==> src/rtl/frame_write_ctrl.sv <==
// Frame writer: drains a show-ahead FIFO into a double-buffered frame store through a
// burst-oriented write arbiter channel, alternating buffers on each completed frame.
module frame_write_ctrl #(
  parameter int unsigned MEM_DATA_BITS = 32,
  parameter int unsigned ADDR_BITS     = 25,
  parameter int unsigned BURST_LEN     = 128,
  parameter int unsigned FRAME_WORDS   = 307200,
  parameter int unsigned BASE0         = 0,
  parameter int unsigned BASE1         = 2097152
) (
  input  logic                     mem_clk,
  input  logic                     rst,
  input  logic                     frame_start,
  input  logic [9:0]               fifo_rdusedw,
  output logic                     fifo_rd_en,
  input  logic [MEM_DATA_BITS-1:0] fifo_rd_data,
  output logic                     wr_burst_req,
  output logic [9:0]               wr_burst_len,
  output logic [ADDR_BITS-1:0]     wr_burst_addr,
  input  logic                     wr_burst_data_req,
  output logic [MEM_DATA_BITS-1:0] wr_burst_data,
  input  logic                     wr_burst_finish,
  output logic                     frame_done,
  output logic                     rd_buf_sel,
  output logic                     len_err
);

  localparam logic [31:0]          BurstLen32   = 32'(BURST_LEN);
  localparam logic [31:0]          FrameWords32 = 32'(FRAME_WORDS);
  localparam logic [ADDR_BITS-1:0] Base0Addr    = ADDR_BITS'(BASE0);
  localparam logic [ADDR_BITS-1:0] Base1Addr    = ADDR_BITS'(BASE1);

  typedef enum logic [1:0] {StIdle, StWaitData, StBurst, StDone} state_e;

  state_e               state_q, state_d;
  logic [31:0]          offset_q, offset_d;
  logic [ADDR_BITS-1:0] base_q, base_d;
  logic [9:0]           len_q, len_d;
  logic [ADDR_BITS-1:0] addr_q, addr_d;
  logic                 req_q, req_d;
  logic [10:0]          beats_q, beats_d;
  logic                 pending_q, pending_d;
  logic                 wr_buf_q, wr_buf_d;
  logic                 rd_buf_sel_q, rd_buf_sel_d;
  logic                 len_err_q, len_err_d;

  logic [31:0] remaining;
  logic [31:0] nlen;
  logic [31:0] new_offset;
  logic [10:0] beats_now;

  assign remaining  = FrameWords32 - offset_q;
  assign nlen       = (remaining < BurstLen32) ? remaining : BurstLen32;
  assign new_offset = offset_q + {22'd0, len_q};

  // Saturate so a runaway arbiter cannot wrap back to a matching count.
  always_comb begin
    beats_now = beats_q;
    if (wr_burst_data_req && (beats_q != 11'h7ff)) begin
      beats_now = beats_q + 11'd1;
    end
  end

  always_comb begin
    state_d      = state_q;
    offset_d     = offset_q;
    base_d       = base_q;
    len_d        = len_q;
    addr_d       = addr_q;
    req_d        = req_q;
    beats_d      = beats_q;
    pending_d    = pending_q;
    wr_buf_d     = wr_buf_q;
    rd_buf_sel_d = rd_buf_sel_q;
    len_err_d    = len_err_q;

    unique case (state_q)
      StIdle: begin
        if (frame_start || pending_q) begin
          base_d    = wr_buf_q ? Base1Addr : Base0Addr;
          offset_d  = 32'd0;
          pending_d = 1'b0;
          state_d   = StWaitData;
        end
      end
      StWaitData: begin
        if (frame_start) begin
          offset_d = 32'd0;
        end else if ({22'd0, fifo_rdusedw} >= nlen) begin
          len_d   = nlen[9:0];
          addr_d  = base_q + offset_q[ADDR_BITS-1:0];
          req_d   = 1'b1;
          beats_d = 11'd0;
          state_d = StBurst;
        end
      end
      StBurst: begin
        if (wr_burst_finish) begin
          req_d = 1'b0;
          if (beats_now != {1'b0, len_q}) begin
            len_err_d = 1'b1;
          end
          // A start seen during the burst restarts the same buffer and suppresses DONE.
          if (pending_q || frame_start) begin
            pending_d = 1'b0;
            offset_d  = 32'd0;
            state_d   = StWaitData;
          end else begin
            offset_d = new_offset;
            state_d  = (new_offset >= FrameWords32) ? StDone : StWaitData;
          end
        end else begin
          beats_d = beats_now;
          if (frame_start) begin
            pending_d = 1'b1;
          end
        end
      end
      StDone: begin
        rd_buf_sel_d = wr_buf_q;
        wr_buf_d     = ~wr_buf_q;
        state_d      = StIdle;
        if (frame_start) begin
          pending_d = 1'b1;
        end
      end
    endcase
  end

  always_ff @(posedge mem_clk or posedge rst) begin
    if (rst) begin
      state_q      <= StIdle;
      offset_q     <= 32'd0;
      base_q       <= '0;
      len_q        <= 10'd0;
      addr_q       <= '0;
      req_q        <= 1'b0;
      beats_q      <= 11'd0;
      pending_q    <= 1'b0;
      wr_buf_q     <= 1'b0;
      rd_buf_sel_q <= 1'b1;
      len_err_q    <= 1'b0;
    end else begin
      state_q      <= state_d;
      offset_q     <= offset_d;
      base_q       <= base_d;
      len_q        <= len_d;
      addr_q       <= addr_d;
      req_q        <= req_d;
      beats_q      <= beats_d;
      pending_q    <= pending_d;
      wr_buf_q     <= wr_buf_d;
      rd_buf_sel_q <= rd_buf_sel_d;
      len_err_q    <= len_err_d;
    end
  end

  // Data path is a straight wire so the word presented is exactly the word popped.
  assign fifo_rd_en    = (state_q == StBurst) && wr_burst_data_req;
  assign wr_burst_data = fifo_rd_data;
  assign wr_burst_req  = req_q;
  assign wr_burst_len  = len_q;
  assign wr_burst_addr = addr_q;
  assign frame_done    = (state_q == StDone);
  assign rd_buf_sel    = rd_buf_sel_q;
  assign len_err       = len_err_q;

endmodule

==> config.mk <==
export PLATFORM = sky130hd
export DESIGN_NAME = frame_write_ctrl
export DESIGN_NICKNAME = d
export VERILOG_FILES = /design/src/rtl/frame_write_ctrl.sv
export SDC_FILE = /design/constraint.sdc
export NUM_CORES = 1
export LEC_CHECK = 0
export BUFFER_PORTS_ARGS = -buffer_cell sky130_fd_sc_hd__buf_2
export CAP_MARGIN = 0
export CORE_ASPECT_RATIO = 1.1
export CORE_MARGIN = 5
export CORE_UTILIZATION = 40
export CTS_BUF_LIST = sky130_fd_sc_hd__clkbuf_16
export CTS_CLUSTER_DIAMETER = 60
export DETAILED_ROUTE_END_ITERATION = 12
export PLACE_DENSITY_LB_ADDON = 0.15
export SYNTH_ARGS = -nofsm -noshare
export SYNTH_HDL_FRONTEND = slang
export SYNTH_SLANG_ARGS = --single-unit
==> constraint.sdc <==
create_clock -name mem_clk -period 4.9 [get_ports mem_clk]
set_input_delay 0.98 -clock mem_clk [delete_from_list [all_inputs] [get_ports mem_clk]]
set_output_delay 0.98 -clock mem_clk [all_outputs]
set_load 0.02 [all_outputs]
* Word-level counts from Yosys, hierarchy flattened *
Cells that the tools add are included.

storage, ports and cells
  register bits after elaboration = 110
  input port bits = 47
  output and inout bits = 72
  logic and storage cells = 72

operators by class
  add/sub/neg operators = 4
  $lt $le $gt $ge = 3
  equal/unequal tests = 11
  multiplexer cells = 27
  bitwise gates (word level) = 2
  reduce and logical (&&, ||, !) cells = 14

operators with widths
  operator                                                                       count
  32-bit 2-to-1 mux                                                              5
  32-bit case mux with 3 select lines                                            1
  11-bit 2-to-1 mux                                                              4
  32-bit by 10-bit adder with 32-bit output                                      1
  10-bit by 32-bit >= comparator with 1-bit output                               1
  32-bit by 19-bit >= comparator with 1-bit output, second input constant        1
  32-bit by 8-bit less-than comparator with 1-bit output, second input constant  1
  19-bit by 32-bit subtractor with 32-bit output, first input constant           1
  25-bit adder                                                                   1
  22-bit 2-to-1 mux                                                              1
  11-bit case mux with 2 select lines                                            1
  4-bit AND reduction                                                            4
  2-bit 2-to-1 mux                                                               6
  2-bit != test, second input constant                                           6
  11-bit by 1-bit adder with 11-bit output, second input constant                1
  11-bit by 10-bit != test with 1-bit output                                     1
  11-bit != test, second input constant                                          1
  2-bit case mux with 4 select lines                                             1
  1-bit 2-to-1 mux                                                               6
  3-bit AND reduction                                                            2
  3-bit nonzero test                                                             2
  2-bit == test, second input constant                                           2
  1-bit case mux with 3 select lines                                             1
  2-bit by 1-bit == test with 1-bit output, second input constant                1
  other kinds (7)                                                                9

* Longest topological paths before layout *
Gate-level depths: netlist (run 1).

  depth after elaboration = 7
  gate-level depth with buffers = 21
  mapped depth without buffers = 19

* Worst setup path before layout (run 1) *
Ideal clock, no wire load.

  path kind = reg-to-reg
  from = reg offset_q[1]
  to = reg addr_q[10], in the netlist wr_burst_addr[10]
  setup time = 0.125 ns
  data arrival time = 5.140 ns
  required time = 4.775 ns
  setup slack = -0.365 ns
  stages on the path, launching flop included = 22
  buffers on the path = 2
  clock period less this slack = 5.265 ns
  cell sequence = dfrtp_1 > inv_1 > ha_1 > or4b_1 > nor4_1 > a31oi_1 > a2111oi_2 > o2111ai_1 > a2111o_1 > nor4_4 > buf_6 > and2_1 > ha_1 > nand2b_1 > a21o_1 > a21o_1 > a21o_1 > a21o_1 > a21oi_1 > nor2_1 > clkbuf_1 > mux2_2

between the ends
  word-level cells in the longest chain between the ends = 5
  elaborated cells between the ends (all ways) = 6
  those cells by class = add/sub (2); order compare (2); mux (1); reduce/logical (1)

ends and longest elaborated chain
  what                                                    line  text
  start: declaration                                      36    logic [31:0] offset_q, offset_d;
  start signal: assignment                                145   offset_q <= offset_d;
  19-bit by 32-bit subtractor with 32-bit output          52    assign remaining = FrameWords32 - offset_q;
  32-bit by 8-bit less-than comparator with 1-bit output  53    assign nlen = (remaining < BurstLen32) ? remaining : BurstLen32;
  32-bit 2-to-1 mux                                       53
  named net nlen[0]                                       48    logic [31:0] nlen;
  10-bit by 32-bit >= comparator with 1-bit output        89    end else if ({22'd0, fifo_rdusedw} >= nlen) begin
  3-bit AND reduction (no source line)                    n/a
  end signal: assignment                                  148   addr_q <= addr_d;
  end: declaration                                        39    logic [ADDR_BITS-1:0] addr_q, addr_d;

The timed path passes the listed nets, and every way through them passes these cells.
A chain may end at the register's enable or synchronous reset.

* Worst setup path after layout (run 1) *
  from = reg offset_q[0]
  to = reg addr_q[9], in the netlist wr_burst_addr[9]

between the ends
  word-level cells in the longest chain between the ends = 5
  elaborated cells between the ends (all ways) = 6
  those cells by class = add/sub (2); order compare (2); mux (1); reduce/logical (1)

ends and longest elaborated chain
  what                                                    line
  19-bit by 32-bit subtractor with 32-bit output (*)      52
  32-bit by 8-bit less-than comparator with 1-bit output  53
  32-bit 2-to-1 mux (*)                                   53
  named net nlen[0]                                       48
  10-bit by 32-bit >= comparator with 1-bit output (*)    89
  3-bit AND reduction (no source line) (*)                n/a

Mark *: on every way through the listed nets, which the timed path passes. The rest lies on a longest branch.

==> impl_metrics.py, run 1 <==
metrics = {
    "power_and_ir_drop": {
        "p_int_mw": 1.49,
        "seqPwrFrac": 0.394,
        "leakage_nw": 3.32,
        "p_comb_frac": 0.244,
        "power.switching_mw": 0.753,
        "pwr_density_cell_mw_per_mm2": 314,
        "swShare": 0.335,
        "ir_drop_mv": 0.138,
        "pwr-share-clk": 0.362,
    },
    "critical_path": {
        "critPathKind": "flip-flop to flip-flop",
        "start_kind": "flip-flop",
        "cp.required_ns": 5.14,
        "arrival_ns": 5.04,
        "crit_path_end_kind": "flip-flop",
        "r2r_cells": 19,
        "crit_fanout": 11,
    },
    "clock_tree": {
        "clock_path_buffers": 2,
        "post_cts_hold_buffer_count": 0,
        "root_buffer": "clkbuf_16",
        "clock_latency_ns": 0.36,
        "tritoncts": "done",
        "cts_buffers": 9,
        "cts.clk_slew.worst_paths_ns": 0.06,
        "cts_sinks": 86,
        "cts_max_level": 3,
    },
    "worst_hold_path": {
        "hold_path_depth": 1,
        "hold_path.class": "flip-flop to flip-flop",
    },
    "synthesis": {
        "synth-edff-count": 0,
        "synth_cell_type_count": 74,
        "syn_area_mm2": 0.00616,
        "ys_seq_area_frac": 0.350,
        "ys_warn_count": 0,
        "synth_seq_cells": 86,
        "async_flop_share": 1.00,
        "syn_avg_cell_area_um2": 8.77,
        "synthCells": 702,
        "ys.flop_type": "dfrtp_1",
    },
    "run_status": {
        "outcome": "complete, no violations",
    },
    "global_route": {
        "grt_pass1_wl_um": 28900,
        "grt_overflow": 0,
        "antenna_found_initial": 0,
        "grt_pass1_vias": 5363,
        "grtUsageTotal": 0.201,
        "grt_max_degree": 51,
    },
    "floorplanning": {
        "rows": 47,
        "core_area_mm2": 0.0151,
        "io_pins": 119,
        "start_util": 0.407,
        "die_y_um": 140,
        "die_w_um": 128,
        "die_area_mm2": 0.0180,
    },
    "timing": {
        "period_share": 0.980,
        "worstMarginPinSlew_ns": 1.15,
        "hold_violations": 0,
        "rsz0062_at_grt": "yes",
        "clock-skew-final_ns": 0.0124,
        "finalCriticalPeriod_ns": 4.80,
        "setup_slack_ns": 0.0963,
        "setup_viol": 0,
        "fmaxAchievable_ghz": 0.208,
        "report.final.slew_viol_count": 0,
        "slew_headroom": 0.228,
    },
    "placement": {
        "pre_cts_ws_ns": -0.0941,
        "hpwlAfterDp_um": 13200,
        "io_buffers": 54,
        "gp_congestion": 0.888,
    },
    "detailed_routing": {
        "drtIter0Drc": 384,
        "postRouteAntennaNets": 0,
        "routed_wl_um": 18200,
        "vias": 5546,
        "vias_per_cell": 5.83,
        "avgRoutedWirePerCell_um": 19.1,
        "firstDrtPassIters": 5,
        "drc": 0,
    },
    "layout": {
        "final_common_cell": "dfrtp_1",
        "area_growth_pct": 16.3,
        "fin_util": 0.474,
        "n_antenna_cell": 0,
        "fin_nets": 823,
        "mostFrequentLayoutCells": "dfrtp_1, nand2_1, buf_2, o21ai_0, buf_4",
        "drive_above_1_share": 0.234,
    },
    "run": {
        "drv_cap": 0,
    },
}
-- synthesized netlist by cell type, types with 3 or more instances --
cell type / count / area share
a21boi_0: 8 / 0.0098
nor2_1: 41 / 0.025
and4_1: 4 / 0.0057
o21ai_0: 57 / 0.046
or3_1: 4 / 0.0041
a21oi_1: 34 / 0.028
mux2i_1: 5 / 0.0081
xor2_1: 14 / 0.020
ha_1: 24 / 0.049
or2_2: 5 / 0.0051
o22ai_1: 5 / 0.0051
o41ai_1: 3 / 0.0043
clkbuf_1: 34 / 0.021
nor4_4: 3 / 0.010
nor4_1: 8 / 0.0081
a31oi_1: 14 / 0.014
o21a_1: 5 / 0.0061
o21bai_1: 3 / 0.0037
xnor2_1: 32 / 0.046
a22o_1: 4 / 0.0057
nand4_1: 9 / 0.0091
and3_1: 10 / 0.010
o31a_1: 4 / 0.0057
nand2_1: 69 / 0.042
nor3_1: 20 / 0.016
buf_4: 32 / 0.039
o31ai_1: 15 / 0.018
and2_1: 10 / 0.010
inv_1: 21 / 0.013
a31o_1: 7 / 0.010
a21o_1: 17 / 0.021
nand3_1: 19 / 0.015
a211o_1: 3 / 0.0043
mux2_2: 21 / 0.038
nand2b_1: 3 / 0.0030
dfrtp_1: 85 / 0.35
-- timing repair --
item | in CTS | in global routing
buffers inserted | 1 | 3
setup endpoints to repair | 36 | 49
gates cloned | 1 | 1
gates resized for setup | 2 | 24
pin swaps | 3 | 3
-- per-stage QoR --
step | std cells | hold WS [ns] | power, mW | TNS, ns | instance area, µm²
floorplan | 703 | 0.458 | 1.26 | 0 | 6200
global placement | 930 | 0.467 | 1.39 | -0.480 | 6660
detailed placement | 930 | 0.459 | 1.40 | -1.94 | 6660
CTS | 948 | 0.477 | 2.23 | 0 | 7030
global route | 952 | 0.501 | 2.35 | -1.97 | 7160
finish | 952 | 0.477 | 2.25 | 0 | 7160
-- area by class of cell --
type                            instances  area [µm²]
Multi-Input combinational cell        526        3630
Clock inverter                          7         123
Inverter                               21        80.1
Timing Repair Buffer                  107         699
Sequential cell                        86        2150
Clock buffer                            9         225
Fill cell                            1461        7960
Tap cell                              196         245
-- worst max-delay path, cell delays in order (launching register included) --
cell      delay [ns]
dfrtp_1         0.41
inv_1           0.13
ha_4            0.16
or4b_4          0.50
nor2_1          0.12
a211oi_1        0.10
or4_1           0.47
a2111o_1        0.46
nor4_4          0.29
and2_1          0.19
ha_1            0.23
nand2b_4        0.14
a21o_1          0.16
a21o_1          0.17
a21o_1          0.17
a21o_1          0.21
a21oi_4         0.28
nor2_4          0.06
buf_12          0.17
mux2_2          0.27
-- power groups by stage --
stage / clock network (mW) / logic [mW] / registers, mW
2_1_floorplan: 0 / 0.369 / 0.896
3_3_place_gp: 0 / 0.494 / 0.893
3_5_place_dp: 0 / 0.508 / 0.894
4_1_cts: 0.830 / 0.524 / 0.881
5_1_grt: 0.856 / 0.604 / 0.894
6_report: 0.813 / 0.548 / 0.885
-- cell families after synthesis --
| group | count (synthesis) | share of synthesized area |
|---|---|---|
| multiplexers | 26 | 0.0465 |
| other | 1 | 0.000609 |
| AND/OR/NAND/NOR | 223 | 0.192 |
| adder cells (fa/ha/maj) | 25 | 0.0520 |
| buffers and inverters | 93 | 0.0793 |
| XOR/XNOR | 46 | 0.0654 |
| AO/OA/AOI/OAI | 202 | 0.215 |
| flip-flops | 86 | 0.350 |
-- flip-flops by register name, summed over array words and instances, names as in the netlist, 2 cells and up --
signal	flops
state_q	2
offset_q	32
wr_burst_addr	25
beats_q	11
wr_burst_len	10
-- metal layers --
metal | part of all wire | track usage
met5 | 0 | 0
met4 | 0.012 | 0.0637
met3 | 0.049 | 0.0335
met2 | 0.48 | 0.324
met1 | 0.46 | 0.274
-- final timing paths --
path | slack [ns] | from | to
setup / recovery | 0.1 | offset_q[0] | wr_burst_addr[9]
hold / removal | 0.48 | len_err | len_err
setup reg to reg | 0.1 | offset_q[0] | wr_burst_addr[9]
hold reg to reg | 0.48 | len_err | len_err
max in group asynchronous | 3.09 | rst | offset_q[13]
min in group asynchronous | 0.79 | rst | wr_burst_addr[0]
No activity file was read; power rests on OpenSTA's default activity.
==> run 2, diff against run 1 <==
Settings changed: CORE_MARGIN 5 to 2, CORE_UTILIZATION 40 to 30.
==> impl_metrics.py, run 2 (synthesis results as in run 1) <==
metrics = {
    "detailed_routing": {
        "vias_per_cell": 5.43,
        "drtIter0Drc": 298,
        "firstDrtPassIters": 5,
        "routed_wl_um": 19400,
        "avgRoutedWirePerCell_um": 19.1,
        "drc": 0,
        "vias": 5524,
        "postRouteAntennaNets": 0,
    },
    "clock_tree": {
        "root_buffer": "clkbuf_16",
        "cts_buffers": 9,
        "tritoncts": "done",
        "cts_sinks": 86,
        "cts_max_level": 3,
        "clock_path_buffers": 2,
        "cts.clk_slew.worst_paths_ns": 0.07,
        "clock_latency_ns": 0.34,
    },
    "layout": {
        "drive_above_1_share": 0.245,
        "largest-register": "offset_q",
        "area_growth_pct": 18.2,
        "finalInstanceArea_mm2": 0.00728,
        "mostFrequentLayoutCells": "dfrtp_1, nand2_1, buf_4, buf_2, o21ai_0",
        "fin_nets": 833,
        "fin_util": 0.364,
        "final_common_cell": "dfrtp_1",
        "largest_reg_flops": 32,
        "n_antenna_cell": 0,
    },
    "power_and_ir_drop": {
        "swShare": 0.359,
        "ir_drop_mv": 0.164,
        "pwr-share-clk": 0.307,
        "pwr_density_cell_mw_per_mm2": 288,
        "p_int_mw": 1.34,
        "p_comb_frac": 0.270,
        "seqPwrFrac": 0.423,
        "power.switching_mw": 0.753,
        "leakage_nw": 3.35,
    },
    "timing": {
        "setup_viol": 0,
        "hold-worst-slack_ns": 0.488,
        "finalCriticalPeriod_ns": 4.77,
        "rsz0062_at_grt": "yes",
        "worstMarginPinSlew_ns": 1.27,
        "setup_tns_ns": 0,
        "period_share": 0.974,
        "report.final.slew_viol_count": 0,
        "clock-skew-final_ns": 0.00661,
        "slew_headroom": 0.143,
        "setup_slack_ns": 0.129,
        "fmaxAchievable_ghz": 0.210,
        "hold_violations": 0,
    },
    "global_route": {
        "antenna_found_initial": 0,
        "grtUsageTotal": 0.181,
        "grt_pass1_vias": 5613,
        "grt_overflow": 0,
        "grt_pass1_wl_um": 31100,
        "grt_max_degree": 53,
    },
    "critical_path": {
        "arrival_ns": 5.00,
        "critPathKind": "flip-flop to flip-flop",
        "crit_fanout": 6,
        "crit_path_end_kind": "flip-flop",
        "start_kind": "flip-flop",
        "rrSetupSlack_ns": 0.13,
        "cp.required_ns": 5.13,
    },
    "floorplanning": {
        "io_pins": 119,
        "die_area_mm2": 0.0217,
        "core_area_mm2": 0.0200,
        "die_y_um": 154,
        "die_w_um": 141,
        "start_util": 0.308,
        "rows": 54,
    },
    "placement": {
        "hpwlAfterDp_um": 13900,
        "gp_congestion": 0.883,
        "pre_cts_ws_ns": -0.150,
        "io_buffers": 54,
        "placed_cell_area_mm2": 0.00673,
    },
    "worst_hold_path": {
        "hold_path.class": "flip-flop to flip-flop",
    },
    "run": {
        "drv_cap": 0,
    },
    "run_status": {
        "outcome": "complete, no violations",
    },
}
==> run 2: cell types whose count changed in the layout (fill, tap and decap cells not counted), moves of 2 or more <==
cell and delta:
buf_4 +8, inv_2 +2, mux2_2 -4, mux2_4 +4, o21ai_1 -3, clkinv_2 +2
inv_1 -2, o21ai_0 +2, bufinv_16 -3, clkinv_1 +2
==> run 2: worst paths after layout <==
path,end,startpoint,depth (start not counted)
max,wr_burst_addr[9],offset_q[0],21
min,len_err,len_err,1
max reg2reg,wr_burst_addr[9],offset_q[0],21
min reg2reg,len_err,len_err,1
max in group asynchronous,rd_buf_sel,rst,3
min in group asynchronous,pending_q,rst,2
==> run 2: metal layers <==
metal / up-vias / share of wire / global-route usage
li1: 2636 / - / -
met1: 2716 / 0.45 / 0.238
met2: 142 / 0.47 / 0.298
met3: 30 / 0.054 / 0.0393
met4: 0 / 0.021 / 0.0552
met5: - / 0 / 0
==> run 2: what timing repair did <==
| item | 4_1_cts | 5_1_grt |
|---|---|---|
| pin swaps | 5 | 17 |
| hold endpoints to repair | 0 | 0 |
| setup endpoints to repair | 39 | 49 |
| hold buffers | 0 | 0 |
| buffers inserted | 4 | 9 |
| gates resized for setup | 9 | 23 |
| cloned | 1 | 2 |
==> run 2: area by class of cell <==
cell class / instances / area [µm²]
Fill cell: 2071 / 12700
Multi-Input combinational cell: 526 / 3660
Sequential cell: 86 / 2150
Timing Repair Buffer: 117 / 805
Tap cell: 252 / 315
Clock buffer: 9 / 225
Inverter: 21 / 80.1
Clock inverter: 7 / 41.3
==> run 2: power groups by stage <==
stage	sequential [mW]	combinational, mW	clock, mW
after floorplan	0.896	0.369	0
after global placement	0.897	0.503	0
after detailed placement	0.899	0.509	0
after CTS	0.885	0.532	0.659
after global routing	0.900	0.624	0.690
final	0.886	0.567	0.643
==> run 2: metrics by stage <==
step                power (mW)  std cells
floorplan                 1.26        703
global placement          1.40        986
detailed placement        1.41        986
CTS                       2.08       1007
global route              2.21       1018
finish                    2.10       1018
==> run 2: critical path: stages (launching register included) <==
cell and delay, ns:
dfrtp_1 0.43, inv_2 0.10, ha_4 0.13, or4b_4 0.49, nor4_4 0.15, a31oi_1 0.10
a2111oi_4 0.36, o2111ai_1 0.16, a2111o_1 0.41, nor4_4 0.24, buf_4 0.16, and2_4 0.15
ha_4 0.19, nand2b_4 0.13, a21o_1 0.15, a21o_1 0.15, a21o_1 0.15, a21o_1 0.19
a21oi_4 0.22, nor2_4 0.10, clkbuf_16 0.21, mux2_4 0.30
